### config.mk
export PLATFORM = sky130hd
export DESIGN_NAME = mem_arbiter
export DESIGN_NICKNAME = d
export VERILOG_FILES = /design/src/rtl/mem_pkg.sv /design/src/rtl/mem_arbiter_rr_arb2.sv /design/src/rtl/mem_arbiter.sv
export SDC_FILE = /design/constraint.sdc
export NUM_CORES = 1
export LEC_CHECK = 0
export CELL_PAD_IN_SITES_DETAIL_PLACEMENT = 2
export CELL_PAD_IN_SITES_GLOBAL_PLACEMENT = 2
export CORE_MARGIN = 5
export CORE_UTILIZATION = 17
export CTS_CLUSTER_DIAMETER = 50
export DETAILED_ROUTE_END_ITERATION = 12
export GPL_ROUTABILITY_DRIVEN = 0
export PLACE_DENSITY_LB_ADDON = 0.1
export SYNTH_ARGS = -nofsm -noshare
export SYNTH_HDL_FRONTEND = slang
export SYNTH_SLANG_ARGS = --single-unit
### constraint.sdc
create_clock -name clk -period 1.57 [get_ports clk]
set_input_delay 0.3925 -clock clk [delete_from_list [all_inputs] [get_ports clk]]
set_output_delay 0.3925 -clock clk [all_outputs]
set_load 0.03 [all_outputs]
### src/rtl/mem_pkg.sv
// +----------------------------------------------------------------------+
// | mem_pkg : shared types and constants for the memory arbiter          |
// | Rev 1.0 : initial release                                            |
// +----------------------------------------------------------------------+
`default_nettype none

package mem_pkg;

  localparam int MASK_W = 4;

  typedef enum logic [1:0] {
    IDLE = 2'd0,
    REQ  = 2'd1,
    RESP = 2'd2
  } state_e;

  typedef enum logic {
    IFU = 1'b0,
    LSU = 1'b1
  } owner_e;

endpackage

`default_nettype wire

### src/rtl/mem_arbiter_rr_arb2.sv
// +----------------------------------------------------------------------+
// | rr_arb2 : two-input round-robin picker remembering the last owner    |
// | Rev 1.0 : initial release                                            |
// +----------------------------------------------------------------------+
`default_nettype none

module rr_arb2
  import mem_pkg::*;
(
  input  logic   clk,
  input  logic   reset,
  input  logic   i_req_ifu,
  input  logic   i_req_lsu,
  input  logic   i_accept,
  output owner_e o_grant
);

  owner_e r_last;
  owner_e w_pref;

  // With no conflict the lone requester wins; otherwise the side not served last.
  always_comb begin
    w_pref = (r_last == LSU) ? IFU : LSU;
    if (i_req_ifu && !i_req_lsu)
      o_grant = IFU;
    else if (i_req_lsu && !i_req_ifu)
      o_grant = LSU;
    else
      o_grant = w_pref;
  end

  always_ff @(posedge clk or negedge reset) begin
    if (!reset)
      r_last <= LSU;
    else if (i_accept)
      r_last <= o_grant;
  end

endmodule

`default_nettype wire

### src/rtl/mem_arbiter.sv
// +----------------------------------------------------------------------+
// | mem_arbiter : shares one memory port between fetch and load/store    |
// | Rev 1.0 : initial release                                            |
// +----------------------------------------------------------------------+
`default_nettype none

module mem_arbiter
  import mem_pkg::*;
#(
  parameter int ADDR_W  = 32,
  parameter int DATA_W  = 32,
  parameter int TIMEOUT = 255
) (
  input  logic              clk,
  input  logic              reset,
  input  logic              ifu_req_valid,
  output logic              ifu_req_ready,
  input  logic [ADDR_W-1:0] ifu_addr,
  output logic              ifu_resp_valid,
  output logic [DATA_W-1:0] ifu_rdata,
  output logic              ifu_resp_err,
  input  logic              lsu_req_valid,
  output logic              lsu_req_ready,
  input  logic [ADDR_W-1:0] lsu_addr,
  input  logic              lsu_wen,
  input  logic [DATA_W-1:0] lsu_wdata,
  input  logic [MASK_W-1:0] lsu_wmask,
  output logic              lsu_resp_valid,
  output logic [DATA_W-1:0] lsu_rdata,
  output logic              lsu_resp_err,
  output logic              mem_req_valid,
  input  logic              mem_req_ready,
  output logic [ADDR_W-1:0] mem_addr,
  output logic              mem_wen,
  output logic [DATA_W-1:0] mem_wdata,
  output logic [MASK_W-1:0] mem_wmask,
  input  logic              mem_resp_valid,
  input  logic [DATA_W-1:0] mem_rdata
);

  localparam int CNT_W = $clog2(TIMEOUT + 1);

  state_e             r_state;
  owner_e             r_owner;
  logic [ADDR_W-1:0]  r_addr;
  logic               r_wen;
  logic [DATA_W-1:0]  r_wdata;
  logic [MASK_W-1:0]  r_wmask;
  logic               r_mem_req_valid;
  logic [CNT_W-1:0]   r_cnt;

  owner_e             w_grant;
  logic               w_idle;
  logic               w_accept;
  logic               w_timeout;
  logic               w_resp;

  rr_arb2 u_rr_arb2 (
    .clk       (clk),
    .reset     (reset),
    .i_req_ifu (ifu_req_valid),
    .i_req_lsu (lsu_req_valid),
    .i_accept  (w_accept),
    .o_grant   (w_grant)
  );

  // Ready is gated by reset so every output reads 0 while reset is held.
  assign w_idle        = reset && (r_state == IDLE);
  assign ifu_req_ready = w_idle && (w_grant == IFU);
  assign lsu_req_ready = w_idle && (w_grant == LSU);
  assign w_accept      = (ifu_req_valid && ifu_req_ready) || (lsu_req_valid && lsu_req_ready);

  assign w_timeout = (r_cnt == CNT_W'(TIMEOUT));
  assign w_resp    = (r_state == RESP) && (mem_resp_valid || w_timeout);

  assign ifu_resp_valid = w_resp && (r_owner == IFU);
  assign lsu_resp_valid = w_resp && (r_owner == LSU);
  assign ifu_rdata      = (ifu_resp_valid && mem_resp_valid) ? mem_rdata : '0;
  assign lsu_rdata      = (lsu_resp_valid && mem_resp_valid) ? mem_rdata : '0;
  assign ifu_resp_err   = ifu_resp_valid && !mem_resp_valid;
  assign lsu_resp_err   = lsu_resp_valid && !mem_resp_valid;

  assign mem_req_valid = r_mem_req_valid;
  assign mem_addr      = r_addr;
  assign mem_wen       = r_wen;
  assign mem_wdata     = r_wdata;
  assign mem_wmask     = r_wmask;

  always_ff @(posedge clk or negedge reset) begin
    if (!reset) begin
      r_state         <= IDLE;
      r_owner         <= IFU;
      r_addr          <= '0;
      r_wen           <= 1'b0;
      r_wdata         <= '0;
      r_wmask         <= '0;
      r_mem_req_valid <= 1'b0;
      r_cnt           <= '0;
    end else begin
      case (r_state)
        IDLE: begin
          if (w_accept) begin
            r_owner         <= w_grant;
            r_mem_req_valid <= 1'b1;
            r_state         <= REQ;
            if (w_grant == LSU) begin
              r_addr  <= lsu_addr;
              r_wen   <= lsu_wen;
              r_wdata <= lsu_wdata;
              r_wmask <= lsu_wmask;
            end else begin
              r_addr  <= ifu_addr;
              r_wen   <= 1'b0;
              r_wdata <= '0;
              r_wmask <= '0;
            end
          end
        end
        REQ: begin
          if (mem_req_ready) begin
            r_mem_req_valid <= 1'b0;
            r_cnt           <= '0;
            r_state         <= RESP;
          end
        end
        RESP: begin
          // A response arriving on the expiry cycle still completes normally.
          if (mem_resp_valid || w_timeout)
            r_state <= IDLE;
          else
            r_cnt <= r_cnt + CNT_W'(1);
        end
        default: r_state <= IDLE;
      endcase
    end
  end

endmodule

`default_nettype wire

==> impl_results.md <==
- Final hold violations: 0
- GRT Resource Usage Total: 14.6%
- Grt total ovfl: 0
- Core Area: 22700 sq um
- Failing checks: setup timing
- Syn_area_per_cell: 10.6 sq um
- Port Buffer Count: 278
- Kind of end point of the critical path: primary output
- CP max stage cell: dfrtp_2
- Post-synth top area share: 51.5%
- Max-slew violations: 0
- RSZ-0062 raised after global routing: yes
- Peak Freq: 0.480 GHz
- Ys Warns: 0
- Synthesized net count: 511
- Dpl cell area: 7400 sq um
- Status: finished, violations left
- First-pass GRT wire length: 29.8 mm
- CP arrival: 1.69 ns
- I/O pin count: 279
- Maxcap violations: 0
- Final period util: 133%
- Worst vdd ir: 0.000694 V
- Syn-to-layout area delta: 125%
- Ant. Diodes: 0
- Clock root cell: clkbuf_16
- FF-to-FF End: mem_addr[21]$_DFFE_PN0P_
- DRT antenna net count: 0
- Slew headroom: 46.2%
- Vias: 4363
- Pwr/cell area: 1580 nW/um^2
- Minimum clock period: 2.08 ns
- Cell area after synthesis: 3930 sq um
- CP Buf/Inv Count: 3
- Worst path max stage delay: 0.44 ns
- Final setup vio count: 146
- Commonest non-fill, non-tap cell in the layout: clkdlybuf4s50_1
- Initial Utilization: 17.3%
- Sink Count: 82
- R2R cell count: 12
- Static Leak: 0.00413 uW
- Number of global-route vias before repair: 5059
- Clk_lat worst skew: 0.34 ns
- Syn Inst Count: 371
- Yosys reg bits: 82
- Setup ws final: -0.512 ns
- WS Path Type: register to primary output
- Wire per inst: 20.6 um
- Clock Skew: 0.00415 ns
- Die Wd: 162 um
- Dominant cells by area after synthesis: dfrtp_1 52%, and2_1 10%, mux2i_1 8.7%, a22o_1 8.2%, nand2_1 4.1%
- Layout cells sized above 1: 42.9%
- FF-to-FF Start: r_state[0]$_DFFE_PN0P_
- CTS H-tree depth: 3
- Die area: 26300 sq um
- Commonest cells after routing, fill and taps aside: 134 x clkdlybuf4s50_1, 84 x buf_6, 80 x dfrtp_1, 62 x and2_4, 46 x dlygate4sd2_1
- CTS tree: built
- Worst EP required: 1.18 ns
- Starting DRT DRC Count: 73
- Drt drc: 0
- Delay-heaviest family, CP: simple AND/OR/NAND/NOR gates
- Synth area leader: dfrtp_1
- Worst reg-to-reg setup slack: -0.36 ns
- Chain of cells forming the critical path: nor2b_4 -> buf_6 -> and3_4 -> buf_12 -> and2_1 -> buf_6
- Vias per inst: 4.34
- Fill cells: 2350
- Die Ht: 162 um
- Register area share after synthesis: 52.2%
- DP Wirelength: 14.2 mm
- Number of cell rows: 55
- Max FO, Critical Path: 23
- Count of TritonRoute iterations in the first routing pass: 4
- Clk slew on worst S/H paths: 0.07 ns
- Hold Crit Class: input port to async pin
- CP dominant cell by count: buf_6
- Antenna violations before repair: 2
- CP Launch Type: register
- Largest net degree at the start of global routing: 60
- CTS Buf Count: 9
- Layout Nets: 855
- Finished Cell Area: 8860 sq um
- Slew @ Worst Pin: 0.806 ns
- Final wirelength: 20.7 mm
- Clk buf depth: 2
- Distinct cells, synth: 36
- Setup TNS: -56.33 ns
power breakdown:
group | total [uW] | internal, uW | switching, uW
logic | 8240 | 3780 | 4460
registers | 3740 | 3080 | 661
clock network | 2050 | 1120 | 931
per-stage QoR:
step / power, uW / setup slack (ns) / cells / utilization, % / hold WS [ns]
4_1_cts: 13400 / -0.535 / 986 / 36.6 / 0.00370
2_1_floorplan: 7460 / -0.119 / 371 / - / 0.0969
3_3_place_gp: 10900 / -0.602 / 943 / 32.6 / 0.394
3_5_place_dp: 11100 / -0.667 / 943 / 32.6 / 0.389
6_report: 14000 / -0.512 / 1005 / 39.0 / 0.0156
5_1_grt: 14900 / -0.581 / 1005 / 39.0 / 0.0179
worst max path at each step:
stage	from	end	slack [ns]	cells past startpoint
after floorplan	r_cnt[0]$_DFFE_PN0P_	ifu_resp_err	-0.12	5
after global placement	ifu_req_valid	mem_addr[5]$_DFFE_PN0P_	-0.60	6
after detailed placement	ifu_req_valid	mem_wdata[31]$_DFFE_PN0P_	-0.67	5
after CTS	r_state[0]$_DFFE_PN0P_	ifu_rdata[19]	-0.54	6
after global routing	r_state[0]$_DFFE_PN0P_	ifu_rdata[28]	-0.58	6
final	r_state[0]$_DFFE_PN0P_	ifu_rdata[0]	-0.51	6
Yosys cell counts:
cell      number
inv_1          2
o21a_1         1
nand3b_1       1
a31oi_1        1
a21oi_1        1
xor2_1         1
o21ai_1       27
buf_6          6
and2_1        64
buf_4          1
o22ai_1        1
ha_1           1
nor2_2         2
dfrtp_1       81
or3_1          1
o21ai_0       11
nand4_1        5
clkbuf_2       6
dfstp_2        1
and3_1         4
a22o_1        37
nor2_1         6
o21ai_2        1
o211ai_4       1
nor3_1         3
nand2b_1       1
nor2b_1        1
a21o_1         2
clkbuf_1       5
nand3_1        8
a22oi_1        1
o211ai_1       1
buf_2          8
nor3b_2        1
nand2_1       43
mux2i_1       34
final cells by class:
class	instances	area [sq um]	share of cell area, %
clock inverters	6	42.5	0.480
clock buffers	10	239	2.70
inverters	2	7.51	0.0847
repair buffers	357	4000	45.1
well taps	285	357	4.02
flip-flops and latches	82	2050	23.2
multi-input cells	263	2160	24.4
state kept, by name, indices dropped and copies added (netlist names):
signal	cells
mem_wen	1
r_owner	1
r_state	2
u_rr_arb2.r_last	1
r_cnt	8
mem_req_valid	1
mem_wmask	4
mem_addr	32
mem_wdata	32
kinds of logic (layout without fill, tap and decap cells):
family                   count (synthesis)  in the layout  share of synthesized area [%]
buffers and inverters                   28            375                           4.36
adder cells (fa/ha/maj)                  1              1                          0.318
flip-flops                              82             82                           52.2
XOR/XNOR                                 1              1                          0.223
AND/OR/NAND/NOR                        140            142                           19.0
multiplexers                            34             34                           8.65
AO/OA/AOI/OAI                           85             85                           15.2
per-layer routing:
metal | vias to the layer above | routed length [um] | GRT usage [%]
met4 | 4 | 439 | 5.11
met1 | 2131 | 7990 | 15.6
met3 | 27 | 2120 | 6.45
met2 | 215 | 10100 | 25.5
li1 | 1986 | - | -
met5 | - | 22 | 0
what timing repair did:
action                     CTS  global route
hold buffers                 0             0
gates resized for setup    155           106
pin swaps                   39            48
setup endpoints to repair  207           167
buffers inserted            19            11
gates cloned                 9             9
(Power assumes the default switching activity.)
